==> src/rtl/pixel_write_queue_pkg.sv <==
// Shared widths, screen bounds and types for the pixel write queue.
// Everything that reads screen coordinates or colour imports this package.
package pixel_write_queue_pkg;
  localparam int SCR_WIDTH_BITS  = 8;
  localparam int SCR_HEIGHT_BITS = 7;
  localparam int COLOR_SIZE      = 3;
  localparam int SCR_WIDTH       = 160;
  localparam int SCR_HEIGHT      = 120;
  localparam int FIFO_AW         = 4;
  localparam logic [COLOR_SIZE-1:0] CLEAR_COLOR = '0;
  localparam int PIX_W = SCR_WIDTH_BITS + SCR_HEIGHT_BITS + COLOR_SIZE;

  typedef struct packed {
    logic [SCR_WIDTH_BITS-1:0]  x;
    logic [SCR_HEIGHT_BITS-1:0] y;
    logic [COLOR_SIZE-1:0]      color;
  } pixel_t;

  typedef enum logic {S_RUN = 1'b0, S_CLEAR = 1'b1} state_t;
endpackage

==> src/rtl/pixel_write_queue_if.sv <==
// Painter-side inputs and VGA-adapter-side outputs of the pixel write queue.
interface pixel_write_queue_if;
  import pixel_write_queue_pkg::*;
  logic [SCR_WIDTH_BITS-1:0]  paint_x_co;
  logic [SCR_HEIGHT_BITS-1:0] paint_y_co;
  logic [COLOR_SIZE-1:0]      color;
  logic                       print_enable;
  logic                       clear_req;
  logic [SCR_WIDTH_BITS-1:0]  vga_x;
  logic [SCR_HEIGHT_BITS-1:0] vga_y;
  logic [COLOR_SIZE-1:0]      vga_colour;
  logic                       vga_plot;
  logic                       busy;
  logic                       clear_done;
  logic                       overflow;

  modport master (output paint_x_co, paint_y_co, color, print_enable, clear_req,
                  input  vga_x, vga_y, vga_colour, vga_plot, busy, clear_done, overflow);
  modport slave  (input  paint_x_co, paint_y_co, color, print_enable, clear_req,
                  output vga_x, vga_y, vga_colour, vga_plot, busy, clear_done, overflow);
endinterface

==> src/rtl/pixel_write_queue_fifo.sv <==
// Synchronous FIFO of packed pixels; push while full is accepted only alongside a pop.
module pixel_fifo #(
  parameter int AW = 4,
  parameter int W  = 18
) (
  input  logic          clk,
  input  logic          rst_n,
  input  logic          push,
  input  logic          pop,
  input  logic [W-1:0]  wdata,
  output logic [W-1:0]  rdata,
  output logic [AW:0]   count
);
  localparam int DEPTH = 1 << AW;

  logic [W-1:0]  mem [DEPTH];
  logic [AW-1:0] wr_ptr, rd_ptr;
  logic          do_push, do_pop;

  assign do_pop  = pop && (count != '0);
  assign do_push = push && ((count < (AW+1)'(DEPTH)) || do_pop);
  assign rdata   = mem[rd_ptr];

  always_ff @(posedge clk or negedge rst_n) begin
    if (!rst_n) begin
      wr_ptr <= '0;
      rd_ptr <= '0;
      count  <= '0;
    end else begin
      if (do_push) wr_ptr <= wr_ptr + 1'b1;
      if (do_pop)  rd_ptr <= rd_ptr + 1'b1;
      count <= count + (AW+1)'(do_push) - (AW+1)'(do_pop);
    end
  end

  // Storage needs no reset: the pointers define what is valid.
  always_ff @(posedge clk) begin
    if (do_push) mem[wr_ptr] <= wdata;
  end
endmodule

==> src/rtl/pixel_write_queue.sv <==
// Turns painter strobes into one queued write per pixel and drains them as vga_plot
// pulses; also runs a full-screen clear sweep that defers (not drops) queued pixels.
module pixel_write_queue
  import pixel_write_queue_pkg::*;
#(
  parameter int SCR_W = pixel_write_queue_pkg::SCR_WIDTH,
  parameter int SCR_H = pixel_write_queue_pkg::SCR_HEIGHT,
  parameter int AW    = pixel_write_queue_pkg::FIFO_AW
) (
  input  logic Clck,
  input  logic Reset,
  pixel_write_queue_if.slave bus
);
  localparam int DEPTH = 1 << AW;

  state_t                     state, state_nxt;
  logic                       pe_q, cap, pop, drop, last, done_pend;
  logic [AW:0]                count, cnt_nxt;
  logic                       push_ok;
  pixel_t                     wpix, rpix;
  logic [SCR_WIDTH_BITS-1:0]  sx, vx;
  logic [SCR_HEIGHT_BITS-1:0] sy, vy;
  logic [COLOR_SIZE-1:0]      vc;
  logic                       plot, busy, clear_done, overflow;

  assign cap     = bus.print_enable && !pe_q;
  assign wpix    = '{x: bus.paint_x_co, y: bus.paint_y_co, color: bus.color};
  assign last    = (sx == SCR_WIDTH_BITS'(SCR_W-1)) && (sy == SCR_HEIGHT_BITS'(SCR_H-1));
  assign push_ok = cap && ((count < (AW+1)'(DEPTH)) || pop);
  assign drop    = cap && !push_ok;
  assign cnt_nxt = count + (AW+1)'(push_ok) - (AW+1)'(pop);

  pixel_fifo #(.AW(AW), .W(PIX_W)) u_fifo (
    .clk(Clck), .rst_n(Reset), .push(cap), .pop(pop),
    .wdata(wpix), .rdata(rpix), .count(count)
  );

  always_ff @(posedge Clck or negedge Reset) begin
    if (!Reset) state <= S_RUN;
    else        state <= state_nxt;
  end

  // A clear request still lets the pop of that same cycle go out first.
  always_comb begin
    state_nxt = state;
    pop       = 1'b0;
    case (state)
      S_RUN: begin
        pop = (count != '0);
        if (bus.clear_req) state_nxt = S_CLEAR;
      end
      S_CLEAR: if (last) state_nxt = S_RUN;
      default: state_nxt = S_RUN;
    endcase
  end

  always_ff @(posedge Clck or negedge Reset) begin
    if (!Reset) begin
      pe_q <= 1'b0; sx <= '0; sy <= '0;
      vx <= '0; vy <= '0; vc <= '0; plot <= 1'b0;
      done_pend <= 1'b0; clear_done <= 1'b0; busy <= 1'b0; overflow <= 1'b0;
    end else begin
      pe_q       <= bus.print_enable;
      plot       <= 1'b0;
      done_pend  <= 1'b0;
      clear_done <= done_pend;
      overflow   <= overflow | drop;
      busy       <= (cnt_nxt != '0) || (state_nxt == S_CLEAR);
      if (pop) begin
        vx <= rpix.x; vy <= rpix.y; vc <= rpix.color; plot <= 1'b1;
      end
      if (state == S_RUN && bus.clear_req) begin
        sx <= '0;
        sy <= '0;
      end
      if (state == S_CLEAR) begin
        vx <= sx; vy <= sy; vc <= CLEAR_COLOR; plot <= 1'b1;
        done_pend <= last;
        if (sx == SCR_WIDTH_BITS'(SCR_W-1)) begin
          sx <= '0;
          sy <= sy + 1'b1;
        end else begin
          sx <= sx + 1'b1;
        end
      end
    end
  end

  assign bus.vga_x      = vx;
  assign bus.vga_y      = vy;
  assign bus.vga_colour = vc;
  assign bus.vga_plot   = plot;
  assign bus.busy       = busy;
  assign bus.clear_done = clear_done;
  assign bus.overflow   = overflow;
endmodule

==> src/flat_wrapper.sv <==
// flat-port wrapper written by rule: the top's interface ports become plain ports
module pixel_write_queue_flat import pixel_write_queue_pkg::*;
#(
  parameter int SCR_W = pixel_write_queue_pkg::SCR_WIDTH,
  parameter int SCR_H = pixel_write_queue_pkg::SCR_HEIGHT,
  parameter int AW    = pixel_write_queue_pkg::FIFO_AW
)
  (Clck, Reset, bus_paint_x_co, bus_paint_y_co, bus_color, bus_print_enable, bus_clear_req, bus_vga_x, bus_vga_y, bus_vga_colour, bus_vga_plot, bus_busy, bus_clear_done, bus_overflow);
  pixel_write_queue_if bus_i ();
  input  logic Clck;
  input  logic Reset;
  input wire logic [$bits(bus_i.paint_x_co)-1:0] bus_paint_x_co;
  input wire logic [$bits(bus_i.paint_y_co)-1:0] bus_paint_y_co;
  input wire logic [$bits(bus_i.color)-1:0] bus_color;
  input wire logic [$bits(bus_i.print_enable)-1:0] bus_print_enable;
  input wire logic [$bits(bus_i.clear_req)-1:0] bus_clear_req;
  output wire logic [$bits(bus_i.vga_x)-1:0] bus_vga_x;
  output wire logic [$bits(bus_i.vga_y)-1:0] bus_vga_y;
  output wire logic [$bits(bus_i.vga_colour)-1:0] bus_vga_colour;
  output wire logic [$bits(bus_i.vga_plot)-1:0] bus_vga_plot;
  output wire logic [$bits(bus_i.busy)-1:0] bus_busy;
  output wire logic [$bits(bus_i.clear_done)-1:0] bus_clear_done;
  output wire logic [$bits(bus_i.overflow)-1:0] bus_overflow;
  assign bus_i.paint_x_co = bus_paint_x_co;
  assign bus_i.paint_y_co = bus_paint_y_co;
  assign bus_i.color = bus_color;
  assign bus_i.print_enable = bus_print_enable;
  assign bus_i.clear_req = bus_clear_req;
  assign bus_vga_x = bus_i.vga_x;
  assign bus_vga_y = bus_i.vga_y;
  assign bus_vga_colour = bus_i.vga_colour;
  assign bus_vga_plot = bus_i.vga_plot;
  assign bus_busy = bus_i.busy;
  assign bus_clear_done = bus_i.clear_done;
  assign bus_overflow = bus_i.overflow;
  pixel_write_queue #(.SCR_W(SCR_W), .SCR_H(SCR_H), .AW(AW)) u_core (.Clck(Clck), .Reset(Reset), .bus(bus_i));
endmodule
==> config.mk <==
export PLATFORM = sky130hd
export DESIGN_NAME = pixel_write_queue_flat
export DESIGN_NICKNAME = d
export VERILOG_FILES = /design/src/rtl/pixel_write_queue_pkg.sv /design/src/rtl/pixel_write_queue_if.sv /design/src/rtl/pixel_write_queue_fifo.sv /design/src/rtl/pixel_write_queue.sv /design/src/flat_wrapper.sv
export SDC_FILE = /design/constraint.sdc
export NUM_CORES = 1
export LEC_CHECK = 0
export BUFFER_PORTS_ARGS = -buffer_cell sky130_fd_sc_hd__buf_4
export CORE_MARGIN = 4
export CORE_UTILIZATION = 66
export DETAILED_ROUTE_END_ITERATION = 7
export GPL_ROUTABILITY_DRIVEN = 0
export PLACE_DENSITY_LB_ADDON = 0.25
export SKIP_LAST_GASP = 1
export SYNTH_ARGS = -nofsm -noshare
export SYNTH_HDL_FRONTEND = slang
export SYNTH_SLANG_ARGS = --single-unit
export TNS_END_PERCENT = 30
==> constraint.sdc <==
create_clock -name Clck -period 5.2 [get_ports Clck]
set_clock_uncertainty 0.1 [all_clocks]
set_input_delay 1.56 -clock Clck [delete_from_list [all_inputs] [get_ports Clck]]
set_output_delay 1.56 -clock Clck [all_outputs]
set_load 0.1 [all_outputs]
---- Word-level counts from Yosys, hierarchy flattened ----
Memory sizes are Yosys's and may differ from the RTL's.
Cells that the tools add are included.
cells by class
  add/subtract/negate cells ............... 8
  $lt $le $gt $ge ......................... 1
  eq/ne operators ......................... 2
  muxes and demuxes ....................... 21
  bitwise gates (word level) .............. 2
  reduce and logical (&&, ||, !) cells .... 16
operators by type and width
  operator             number
  $mux 8               5
  $mux 7               5
  $add 5x1->5          2
  $reduce_bool 5->1    2
  $sub 5x1->5          2
  $add 4x1->4 const B  2
  $add 8x1->8 const B  1
  $eq 8x8->1 const B   1
  $mux 1               8
  $add 7x1->7 const B  1
  $eq 7x7->1 const B   1
  $logic_and 1x1->1    7
  $mux 3               2
  $lt 5x5->1 const B   1
  $reduce_bool 2->1    2
  $logic_or 1x1->1     3
  $logic_not 1->1      2
  $pmux 1 s2           1
  $not 1->1            1
  $or 1x1->1           1
storage, ports and cells
  bits in registers ....................... 53
  RAM bits ................................ 288
  bits of input ports ..................... 22
  output and inout port bits .............. 22
  word-level logic and storage cells ...... 66
  memories ................................ 1
memories
  name               depth  bits a word  rd ports  clocked after memory_dff  write ports  line                          RTL
  u_core.u_fifo.mem  16     18           1         0                         1            pixel_write_queue_fifo.sv:16  logic [W-1:0] mem [DEPTH];

---- Longest topological paths before layout ----
Gate-level depths: netlist of run 1.
  word-level depth ........................ 8
  depth in mapped cells ................... 15
  depth with buffers taken out ............ 14

---- Modules after synthesis ----
Synthesis of run 1 repeated with hierarchy kept, for this count alone.
unflattened totals
  cell total of the unflattened synthesis .. 722
  area total of the unflattened synthesis .. 13638.1 um^2
by module, submodules not included
  module             times used  cells each  area an instance (um^2)  seq. area each (um^2)
  pixel_fifo         1           525         11582.4                  8973.6
  pixel_write_queue  1           197         2055.7                   1001.0

---- Worst setup path before layout of run 1 ----
OpenSTA, ideal clock, no wires.
  path kind ............................... input to register
  start point ............................. input port bus_print_enable
  end point ............................... memory u_core.u_fifo.mem[0][0] (enable)
  setup time .............................. 439 ps
  arrival time ............................ 3959 ps
  data required time ...................... 4661 ps
  setup slack ............................. 702 ps
  stages .................................. 5
  buffers on the path ..................... 1
  cells stage by stage .................... nor2b_1 > and2_1 > clkbuf_1 > inv_1 > nor4_1
on the way
  word-level cells in the longest chain between the ends .. 4
RTL lines
  item                          line                          RTL
  start: declaration            flat_wrapper.sv:15            input wire logic [$bits(bus_i.print_enable)-1:0] bus_print_enable;
  $logic_and 1x1->1             pixel_write_queue.sv:26       assign cap = bus.print_enable && !pe_q;
  $logic_and 1x1->1             pixel_write_queue_fifo.sv:21  assign do_push = push && ((count < (AW+1)'(DEPTH)) || do_pop);
  $mux 1                        pixel_write_queue_fifo.sv:38  if (do_push) mem[wr_ptr] <= wdata;
  $mux 1 (implied by the code)  pixel_write_queue_fifo.sv:38
  end: declaration              pixel_write_queue_fifo.sv:16
No other way between the ends.

---- Worst setup path in the final report of run 1 ----
  start point ............................. input port bus_print_enable
  end point ............................... register u_core.busy (netlist: u_core.bus.busy)
on the way
  word-level cells in the longest chain between the ends .. 6
RTL lines
  item                    line                     RTL
  $logic_and 1x1->1       pixel_write_queue.sv:26
  $logic_and 1x1->1       pixel_write_queue.sv:29  assign push_ok = cap && ((count < (AW+1)'(DEPTH)) || pop);
  $add 5x1->5             pixel_write_queue.sv:31  assign cnt_nxt = count + (AW+1)'(push_ok) - (AW+1)'(pop);
  $sub 5x1->5             pixel_write_queue.sv:31
  $reduce_bool 5->1       pixel_write_queue.sv:68  busy <= (cnt_nxt != '0) || (state_nxt == S_CLEAR);
  $logic_or 1x1->1        pixel_write_queue.sv:68
  end signal: assignment  pixel_write_queue.sv:68
  end: declaration        pixel_write_queue.sv:24  logic plot, busy, clear_done, overflow;
No other way between the ends.
A chain may end at the register's enable or synchronous reset.

==> results of run 1 <==
-- sequential cells by signal, indices dropped and copies added, names as in the netlist, 3 cells and up --
name and flops:
u_core.bus.vga_colour 3, u_core.bus.vga_x 8, u_core.bus.vga_y 7, u_core.sx 8
u_core.sy 7, u_core.u_fifo.count 5, u_core.u_fifo.mem 288, u_core.u_fifo.rd_ptr 4
u_core.u_fifo.wr_ptr 4
-- cells in the mapped netlist (2+ instances only) --
library cell / n / share of area (%)
sky130_fd_sc_hd__edfxtp_1: 288 / 64
sky130_fd_sc_hd__mux4_2: 70 / 12
sky130_fd_sc_hd__dfrtp_1: 53 / 9.8
sky130_fd_sc_hd__o21ai_0: 29 / 1.1
sky130_fd_sc_hd__nand2_1: 24 / 0.67
sky130_fd_sc_hd__inv_1: 20 / 0.56
sky130_fd_sc_hd__mux2i_1: 20 / 1.5
sky130_fd_sc_hd__nor2_1: 19 / 0.53
sky130_fd_sc_hd__clkbuf_1: 17 / 0.47
sky130_fd_sc_hd__ha_1: 14 / 1.3
sky130_fd_sc_hd__a21boi_0: 13 / 0.72
sky130_fd_sc_hd__a222oi_1: 13 / 0.96
sky130_fd_sc_hd__xor2_1: 12 / 0.78
sky130_fd_sc_hd__buf_2: 11 / 0.41
sky130_fd_sc_hd__and2_1: 9 / 0.42
sky130_fd_sc_hd__nand3_1: 9 / 0.33
sky130_fd_sc_hd__xnor2_1: 9 / 0.58
sky130_fd_sc_hd__nand2b_1: 7 / 0.32
sky130_fd_sc_hd__nand4_1: 7 / 0.32
sky130_fd_sc_hd__a21oi_1: 5 / 0.19
sky130_fd_sc_hd__nor2b_1: 5 / 0.23
sky130_fd_sc_hd__nor4_1: 5 / 0.23
sky130_fd_sc_hd__buf_1: 4 / 0.11
sky130_fd_sc_hd__mux2_2: 4 / 0.33
sky130_fd_sc_hd__nand3b_1: 4 / 0.22
sky130_fd_sc_hd__and3_1: 3 / 0.14
sky130_fd_sc_hd__a21o_1: 2 / 0.11
sky130_fd_sc_hd__a22oi_1: 2 / 0.11
sky130_fd_sc_hd__fa_1: 2 / 0.30
-- kinds of logic after synthesis --
group	synth area share, %
xor+xnor	1.36
mux	13.5
compound gates	3.66
simple gates	4.19
fa+ha+maj	1.60
flops	74.0
buf+inv	1.71
-- routing by layer --
metal	GRT usage (%)	wire length, um	up-vias
li1	-	-	2934
met1	37.0	10900	3555
met2	42.7	14200	381
met3	5.69	2500	74
met4	8.57	860	0
met5	0	0	-
-- final cells by class --
cell class	instances	area [um2]	share of cell area, %
clock inverter	18	159	1.04
inverter	20	75.1	0.491
multi-input combinational	304	3330	21.8
sequential	341	9980	65.2
tap	270	338	2.21
timing repair buffer	62	465	3.04
clock buffer	44	952	6.22
-- where the power goes --
group | switching [mW] | leakage, nW | total, mW | internal [mW]
Clock | 0.966 | 0.545 | 2.41 | 1.44
Sequential | 0.244 | 3.23 | 3.40 | 3.16
Combinational | 0.797 | 1.38 | 1.30 | 0.503
-- through the flow --
| stage | std cells | cell area (um2) |
|---|---|---|
| after detailed placement | 997 | 14200 |
| final | 1059 | 15300 |
| after global placement | 997 | 14200 |
| after global routing | 1059 | 15300 |
| after floorplan | 699 | 13500 |
| after CTS | 1059 | 15300 |
-- layout by cell type (no fill, tap or decap), types with 2 or more instances in the layout --
master                      count
sky130_fd_sc_hd__a222oi_1      13
sky130_fd_sc_hd__nor4_2         5
sky130_fd_sc_hd__a22oi_1        2
sky130_fd_sc_hd__mux2i_1       20
sky130_fd_sc_hd__nor2b_1        5
sky130_fd_sc_hd__dfrtp_1       51
sky130_fd_sc_hd__buf_4         62
sky130_fd_sc_hd__nor2_2         4
sky130_fd_sc_hd__nand2b_1       7
sky130_fd_sc_hd__xor2_1        12
sky130_fd_sc_hd__a21oi_1        5
sky130_fd_sc_hd__a21boi_0      13
sky130_fd_sc_hd__clkinv_1       7
sky130_fd_sc_hd__edfxtp_1     288
sky130_fd_sc_hd__clkinv_2       7
sky130_fd_sc_hd__nand3b_1       4
sky130_fd_sc_hd__nand4_1        7
sky130_fd_sc_hd__nor2_1        15
sky130_fd_sc_hd__ha_1          14
sky130_fd_sc_hd__a21o_1         2
sky130_fd_sc_hd__bufinv_16      3
sky130_fd_sc_hd__xnor2_1        9
sky130_fd_sc_hd__o21ai_0       29
sky130_fd_sc_hd__and3_1         3
sky130_fd_sc_hd__fa_1           2
sky130_fd_sc_hd__mux4_2        70
sky130_fd_sc_hd__nor4b_2        2
sky130_fd_sc_hd__clkbuf_16     37
sky130_fd_sc_hd__and2_1         9
sky130_fd_sc_hd__clkbuf_1       7
sky130_fd_sc_hd__inv_1         20
sky130_fd_sc_hd__mux2_2         4
sky130_fd_sc_hd__nand2_1       24
sky130_fd_sc_hd__nand3_1        9
-- path summary, 6_finish.rpt --
check | to | from | cells after the start | slack, ns
setup / recovery | u_core.bus.busy | bus_print_enable | 14 | 1.05
hold / removal | u_core.bus.clear_done | u_core.done_pend | 0 | 0.25
setup reg to reg | u_core.bus.busy | u_core.u_fifo.count[3] | 14 | 1.55
hold reg to reg | u_core.bus.clear_done | u_core.done_pend | 0 | 0.25
max in group asynchronous | u_core.u_fifo.rd_ptr[0] | Reset | 1 | 3.48
min in group asynchronous | u_core.u_fifo.count[1] | Reset | 1 | 1.01
==> flow_results.xml, run 1 <==
<?xml version="1.0" encoding="UTF-8"?>
<metrics>
  <group name="yosys">
    <metric name="synth.cell_area" unit="um2">13500</metric>
    <metric name="synth-seq-cells" unit="">341</metric>
    <metric name="asyncSetResetFlopFracSynth" unit="%">15.5</metric>
    <metric name="synthesis.nets" unit="">737</metric>
    <metric name="synth.distinct_cells" unit="">48</metric>
    <metric name="synth-warning-count" unit="">0</metric>
    <metric name="synthesis.instances" unit="">699</metric>
    <metric name="avgSynthCellArea" unit="um2">19.3</metric>
    <metric name="synth_top_flop_cell" unit="">sky130_fd_sc_hd__edfxtp_1</metric>
    <metric name="yosysSeqAreaShare" unit="%">74.0</metric>
    <metric name="synth_enable_flop_cells" unit="">288</metric>
  </group>
  <group name="worst_setup_path">
    <metric name="path_class" unit="">in -&gt; reg</metric>
    <metric name="cp.arrival" unit="ns">4.43</metric>
    <metric name="worstPathCellList" unit="">buf_4, nor2b_1, and2_1, inv_1, ha_1, inv_1, ha_1, inv_1, fa_1, inv_1, a21oi_1, o21bai_1, xor2_1, or4_1</metric>
    <metric name="crit_path_start_kind" unit="">input pin</metric>
    <metric name="critical_path.endpoint_type" unit="">flip-flop</metric>
    <metric name="timing.critical_path.mode_cell" unit="">sky130_fd_sc_hd__inv_1</metric>
    <metric name="critical-path-slowest-cell" unit="">sky130_fd_sc_hd__or4_1</metric>
    <metric name="timing.critical_path.required" unit="ns">5.48</metric>
    <metric name="critPathTopFamily" unit="">simple AND/OR/NAND/NOR gates</metric>
    <metric name="delay_contributed_by_the_slowest_stage_of_the_critical_path" unit="ns">0.46</metric>
    <metric name="cp.buffers_inverters" unit="">5</metric>
    <metric name="critical_path.max_fanout" unit="">8</metric>
  </group>
  <group name="timing">
    <metric name="worst-slew-pin-transition" unit="ns">1.15</metric>
    <metric name="drv_slew" unit="">0</metric>
    <metric name="setup_violations" unit="">0</metric>
    <metric name="final.hold.worst_slack" unit="ns">0.252</metric>
    <metric name="final_critical_path_setup_slack" unit="ns">1.05</metric>
    <metric name="post-route-period-util" unit="%">79.8</metric>
    <metric name="grt_setup_unrepaired" unit="">false</metric>
    <metric name="maxSlewHeadroom" unit="%">23.6</metric>
    <metric name="max_clock_freq" unit="GHz">0.241</metric>
    <metric name="timing.final.hold_violations" unit="">0</metric>
    <metric name="fin_crit" unit="ns">4.15</metric>
    <metric name="fin_setup_tns" unit="ns">0</metric>
  </group>
  <group name="clock_network">
    <metric name="cts-root-buf" unit="">sky130_fd_sc_hd__clkbuf_16</metric>
    <metric name="cts_post_setup_buffers_inserted" unit="">0</metric>
    <metric name="clk_pin_slew_worst_paths" unit="ns">0.06</metric>
    <metric name="cts_tree" unit="">built</metric>
    <metric name="clock_latency" unit="ns">0.51</metric>
    <metric name="cts-resized-gates" unit="">0</metric>
    <metric name="clock_tree.htree_level_count" unit="">2</metric>
    <metric name="max-clock-path-buffers" unit="">3</metric>
    <metric name="cts_inserted_buffers" unit="">35</metric>
    <metric name="clock-sinks" unit="">341</metric>
    <metric name="holdBufCountCts" unit="">0</metric>
  </group>
  <group name="floorplan">
    <metric name="fp.dieArea" unit="um2">22800</metric>
    <metric name="core_area" unit="um2">20200</metric>
    <metric name="placement_rows" unit="">52</metric>
    <metric name="start_util" unit="%">66.9</metric>
    <metric name="die_width" unit="um">151</metric>
    <metric name="chipHeight" unit="um">151</metric>
    <metric name="io_pins" unit="">44</metric>
  </group>
  <group name="grt">
    <metric name="grt_first_pass_wirelength" unit="um">43800</metric>
    <metric name="grt_overflow" unit="">0</metric>
    <metric name="antenna_found_initial" unit="">0</metric>
    <metric name="first_global_vias" unit="">7274</metric>
    <metric name="track_usage" unit="%">26.4</metric>
    <metric name="grt_start_max_net_pins" unit="">54</metric>
  </group>
  <group name="finish">
    <metric name="syn2layout_area_growth" unit="%">13.4</metric>
    <metric name="final_util" unit="%">75.8</metric>
    <metric name="antenna_cells" unit="">0</metric>
    <metric name="drive_gt1_share" unit="%">25.5</metric>
    <metric name="final_nets" unit="">802</metric>
    <metric name="num-fill-cells" unit="">1100</metric>
  </group>
  <group name="route">
    <metric name="drt.antenna.violating_nets" unit="">0</metric>
    <metric name="detail_route.wl_per_cell" unit="um">26.9</metric>
    <metric name="detail_route.wirelength" unit="um">28500</metric>
    <metric name="detailedRoute.firstIterationViolations" unit="">706</metric>
    <metric name="drt_pass1_iterations" unit="">5</metric>
    <metric name="remaining_drc_errors" unit="">0</metric>
    <metric name="detail_route.vias_per_cell" unit="">6.56</metric>
    <metric name="route.vias.total" unit="">6944</metric>
  </group>
  <group name="pwr">
    <metric name="power.total" unit="mW">7.11</metric>
    <metric name="power.density_cell_area" unit="nW/um2">465</metric>
    <metric name="leakage" unit="nW">5.16</metric>
    <metric name="irDropWorstVdd" unit="mV">0.282</metric>
  </group>
  <group name="placement">
    <metric name="dpl_worst_slack" unit="ns">0.613</metric>
    <metric name="io_buffers" unit="">43</metric>
    <metric name="detailed_place_hpwl" unit="um">16700</metric>
  </group>
  <group name="min_path">
    <metric name="hold_path_class" unit="">reg -&gt; reg</metric>
  </group>
  <group name="flow_run">
    <metric name="cap_violations" unit="">0</metric>
  </group>
  <group name="status">
    <metric name="run_status" unit="">completed</metric>
  </group>
</metrics>
Power figures use the tool's default switching activity.
==> inputs of run 2 (changes only) <==
CORE_UTILIZATION = 56   (was 66)
clock period = 3.6 ns   (was 5.2 ns; I/O delays follow)
==> flow_results.xml, run 2 (synthesis gave the netlist of run 1 again) <==
<?xml version="1.0" encoding="UTF-8"?>
<metrics>
  <group name="status">
    <metric name="run_status" unit="">completed</metric>
  </group>
  <group name="floorplan">
    <metric name="core_area" unit="um2">23600</metric>
    <metric name="fp.dieArea" unit="um2">26600</metric>
    <metric name="die_width" unit="um">163</metric>
    <metric name="io_pins" unit="">44</metric>
    <metric name="placement_rows" unit="">56</metric>
    <metric name="start_util" unit="%">57.1</metric>
    <metric name="chipHeight" unit="um">163</metric>
  </group>
  <group name="route">
    <metric name="detail_route.vias_per_cell" unit="">6.11</metric>
    <metric name="met2RoutedLength" unit="um">13600</metric>
    <metric name="topRoutingLayerUsed" unit="">met4</metric>
    <metric name="detail_route.wirelength" unit="um">27500</metric>
    <metric name="total_met3_wirelength_after_detailed_routing" unit="um">1980</metric>
    <metric name="detailedRoute.firstIterationViolations" unit="">737</metric>
    <metric name="drt.antenna.violating_nets" unit="">0</metric>
    <metric name="detail_route.wl_per_cell" unit="um">24.6</metric>
    <metric name="route.vias.total" unit="">6847</metric>
    <metric name="drt_pass1_iterations" unit="">5</metric>
    <metric name="met1Wirelength" unit="um">11400</metric>
    <metric name="remaining_drc_errors" unit="">0</metric>
  </group>
  <group name="pwr">
    <metric name="sw_frac_of_total" unit="%">28.2</metric>
    <metric name="power_frac_seq" unit="%">47.8</metric>
    <metric name="power.total" unit="mW">10.2</metric>
    <metric name="power.combinational.fraction" unit="%">19.0</metric>
    <metric name="internal_power" unit="mW">7.30</metric>
    <metric name="power.density_cell_area" unit="nW/um2">657</metric>
    <metric name="irDropWorstVdd" unit="mV">0.428</metric>
    <metric name="clock_network_fraction_of_design_power" unit="%">33.1</metric>
    <metric name="power.switching" unit="mW">2.88</metric>
    <metric name="leakage" unit="nW">5.23</metric>
  </group>
  <group name="finish">
    <metric name="drive_gt1_share" unit="%">26.3</metric>
    <metric name="syn2layout_area_growth" unit="%">14.8</metric>
    <metric name="num-fill-cells" unit="">1546</metric>
    <metric name="antenna_cells" unit="">0</metric>
    <metric name="largest_reg_flops" unit="">288</metric>
    <metric name="final_nets" unit="">813</metric>
    <metric name="mostFrequentLayoutCell" unit="">sky130_fd_sc_hd__edfxtp_1</metric>
    <metric name="mostFrequentLayoutCells" unit="">288 x sky130_fd_sc_hd__edfxtp_1, 70 x sky130_fd_sc_hd__mux4_2, 68 x sky130_fd_sc_hd__buf_4</metric>
    <metric name="largest-register" unit="">u_core.u_fifo.mem</metric>
    <metric name="layoutNonFillerInstCount" unit="">1120</metric>
  </group>
  <group name="clock_network">
    <metric name="cts_post_setup_buffers_inserted" unit="">0</metric>
    <metric name="cts_tree" unit="">built</metric>
    <metric name="clock-sinks" unit="">341</metric>
    <metric name="cts_inserted_buffers" unit="">34</metric>
    <metric name="clock_latency" unit="ns">0.51</metric>
    <metric name="cts-resized-gates" unit="">0</metric>
    <metric name="clock_tree.htree_level_count" unit="">2</metric>
    <metric name="clk_pin_slew_worst_paths" unit="ns">0.06</metric>
    <metric name="holdBufCountCts" unit="">0</metric>
    <metric name="cts-root-buf" unit="">sky130_fd_sc_hd__clkbuf_16</metric>
    <metric name="max-clock-path-buffers" unit="">3</metric>
  </group>
  <group name="timing">
    <metric name="timing.final.hold_violations" unit="">0</metric>
    <metric name="fin_setup_tns" unit="ns">0</metric>
    <metric name="max_clock_freq" unit="GHz">0.311</metric>
    <metric name="drv_slew" unit="">0</metric>
    <metric name="post-route-period-util" unit="%">89.4</metric>
    <metric name="maxSlewHeadroom" unit="%">34.2</metric>
    <metric name="worst-slew-pin-transition" unit="ns">0.975</metric>
    <metric name="fin_crit" unit="ns">3.22</metric>
    <metric name="setup_violations" unit="">0</metric>
    <metric name="grt_setup_unrepaired" unit="">false</metric>
  </group>
  <group name="worst_setup_path">
    <metric name="critical_path.max_fanout" unit="">4</metric>
    <metric name="cp.arrival" unit="ns">3.49</metric>
    <metric name="crit_path_start_kind" unit="">flip-flop</metric>
    <metric name="critical_path.endpoint_type" unit="">flip-flop</metric>
    <metric name="critPathLaunch" unit="">u_core.u_fifo.count[2]</metric>
    <metric name="stages_on_worst_setup_path" unit="">15</metric>
    <metric name="timing.critical_path.required" unit="ns">3.87</metric>
    <metric name="cp.buffers_inverters" unit="">5</metric>
    <metric name="timing.critical_path.mode_cell" unit="">sky130_fd_sc_hd__inv_1</metric>
    <metric name="path_class" unit="">reg -&gt; reg</metric>
    <metric name="worst_reg2reg_path_depth" unit="">15</metric>
    <metric name="critPathTopFamily" unit="">adder cells</metric>
    <metric name="critical-path-slowest-cell" unit="">sky130_fd_sc_hd__or4_1</metric>
    <metric name="worstPathCellList" unit="">inv_1, ha_1, nor4b_2, buf_4, nor2_1, ha_1, inv_1, ha_1, inv_1, fa_1, inv_1, a21oi_1, o21bai_1, xor2_1, or4_1</metric>
    <metric name="worst_r2r_startpoint" unit="">u_core.u_fifo.count[2]</metric>
    <metric name="delay_contributed_by_the_slowest_stage_of_the_critical_path" unit="ns">0.46</metric>
  </group>
  <group name="placement">
    <metric name="detailed_place_hpwl" unit="um">17000</metric>
    <metric name="io_buffers" unit="">43</metric>
    <metric name="placed_cells_incl_taps" unit="">1058</metric>
  </group>
  <group name="min_path">
    <metric name="hold-path-cell-count" unit="">0</metric>
    <metric name="hold_path_class" unit="">reg -&gt; reg</metric>
    <metric name="hold_path.startpoint" unit="">u_core.done_pend</metric>
  </group>
  <group name="flow_run">
    <metric name="cap_violations" unit="">0</metric>
  </group>
  <group name="grt">
    <metric name="grt_start_max_net_pins" unit="">63</metric>
    <metric name="first_global_vias" unit="">7149</metric>
    <metric name="antenna_found_initial" unit="">0</metric>
    <metric name="track_usage" unit="%">21.6</metric>
    <metric name="grt_first_pass_wirelength" unit="um">42800</metric>
    <metric name="grt_overflow" unit="">0</metric>
  </group>
</metrics>
[run 2: metrics by stage]
stage / setup WS (ns) / instance area [um2] / utilization (%) / hold slack, ns
2_1_floorplan: -0.418 / 13500 / - / 0.231
5_1_grt: 0.191 / 15500 / 65.6 / 0.269
3_3_place_gp: 0.0583 / 14400 / 61.0 / 0.238
4_1_cts: 0.371 / 15500 / 65.6 / 0.252
6_report: 0.380 / 15500 / 65.6 / 0.251
3_5_place_dp: -0.00221 / 14400 / 61.0 / 0.240
[run 2: per-layer routing]
metal / up-vias / GRT usage, %
met4: 0 / 5.41
met1: 3570 / 30.7
met2: 264 / 35.5
met3: 53 / 3.99
li1: 2960 / -
met5: - / 0
[run 2: final cells by class]
type                            count  area, um2  area share (%)
Clock buffer                       51        955            6.16
Clock inverter                     11        120           0.776
Inverter                           20       75.1           0.485
Multi-Input combinational cell    304       3330            21.5
Sequential cell                   341       9980            64.4
Tap cell                          319        399            2.58
Timing Repair Buffer               74        631            4.07
[run 2: worst paths after layout]
| check | endpoint | slack (ns) |
|---|---|---|
| max in group asynchronous | u_core.u_fifo.rd_ptr[0] | 2.34 |
| setup reg to reg | u_core.bus.busy | 0.38 |
| hold / removal | u_core.bus.clear_done | 0.25 |
| hold reg to reg | u_core.bus.clear_done | 0.25 |
| setup / recovery | u_core.bus.busy | 0.38 |
| min in group asynchronous | u_core.u_fifo.count[4] | 0.53 |
[run 2: power groups by stage]
stage	combinational [mW]	sequential, mW	clock, mW
after floorplan	1.07	5.19	0
after global placement	1.84	4.92	0
after detailed placement	1.92	4.95	0
after CTS	1.95	4.87	3.44
after global routing	2.07	4.90	3.62
final	1.94	4.87	3.37
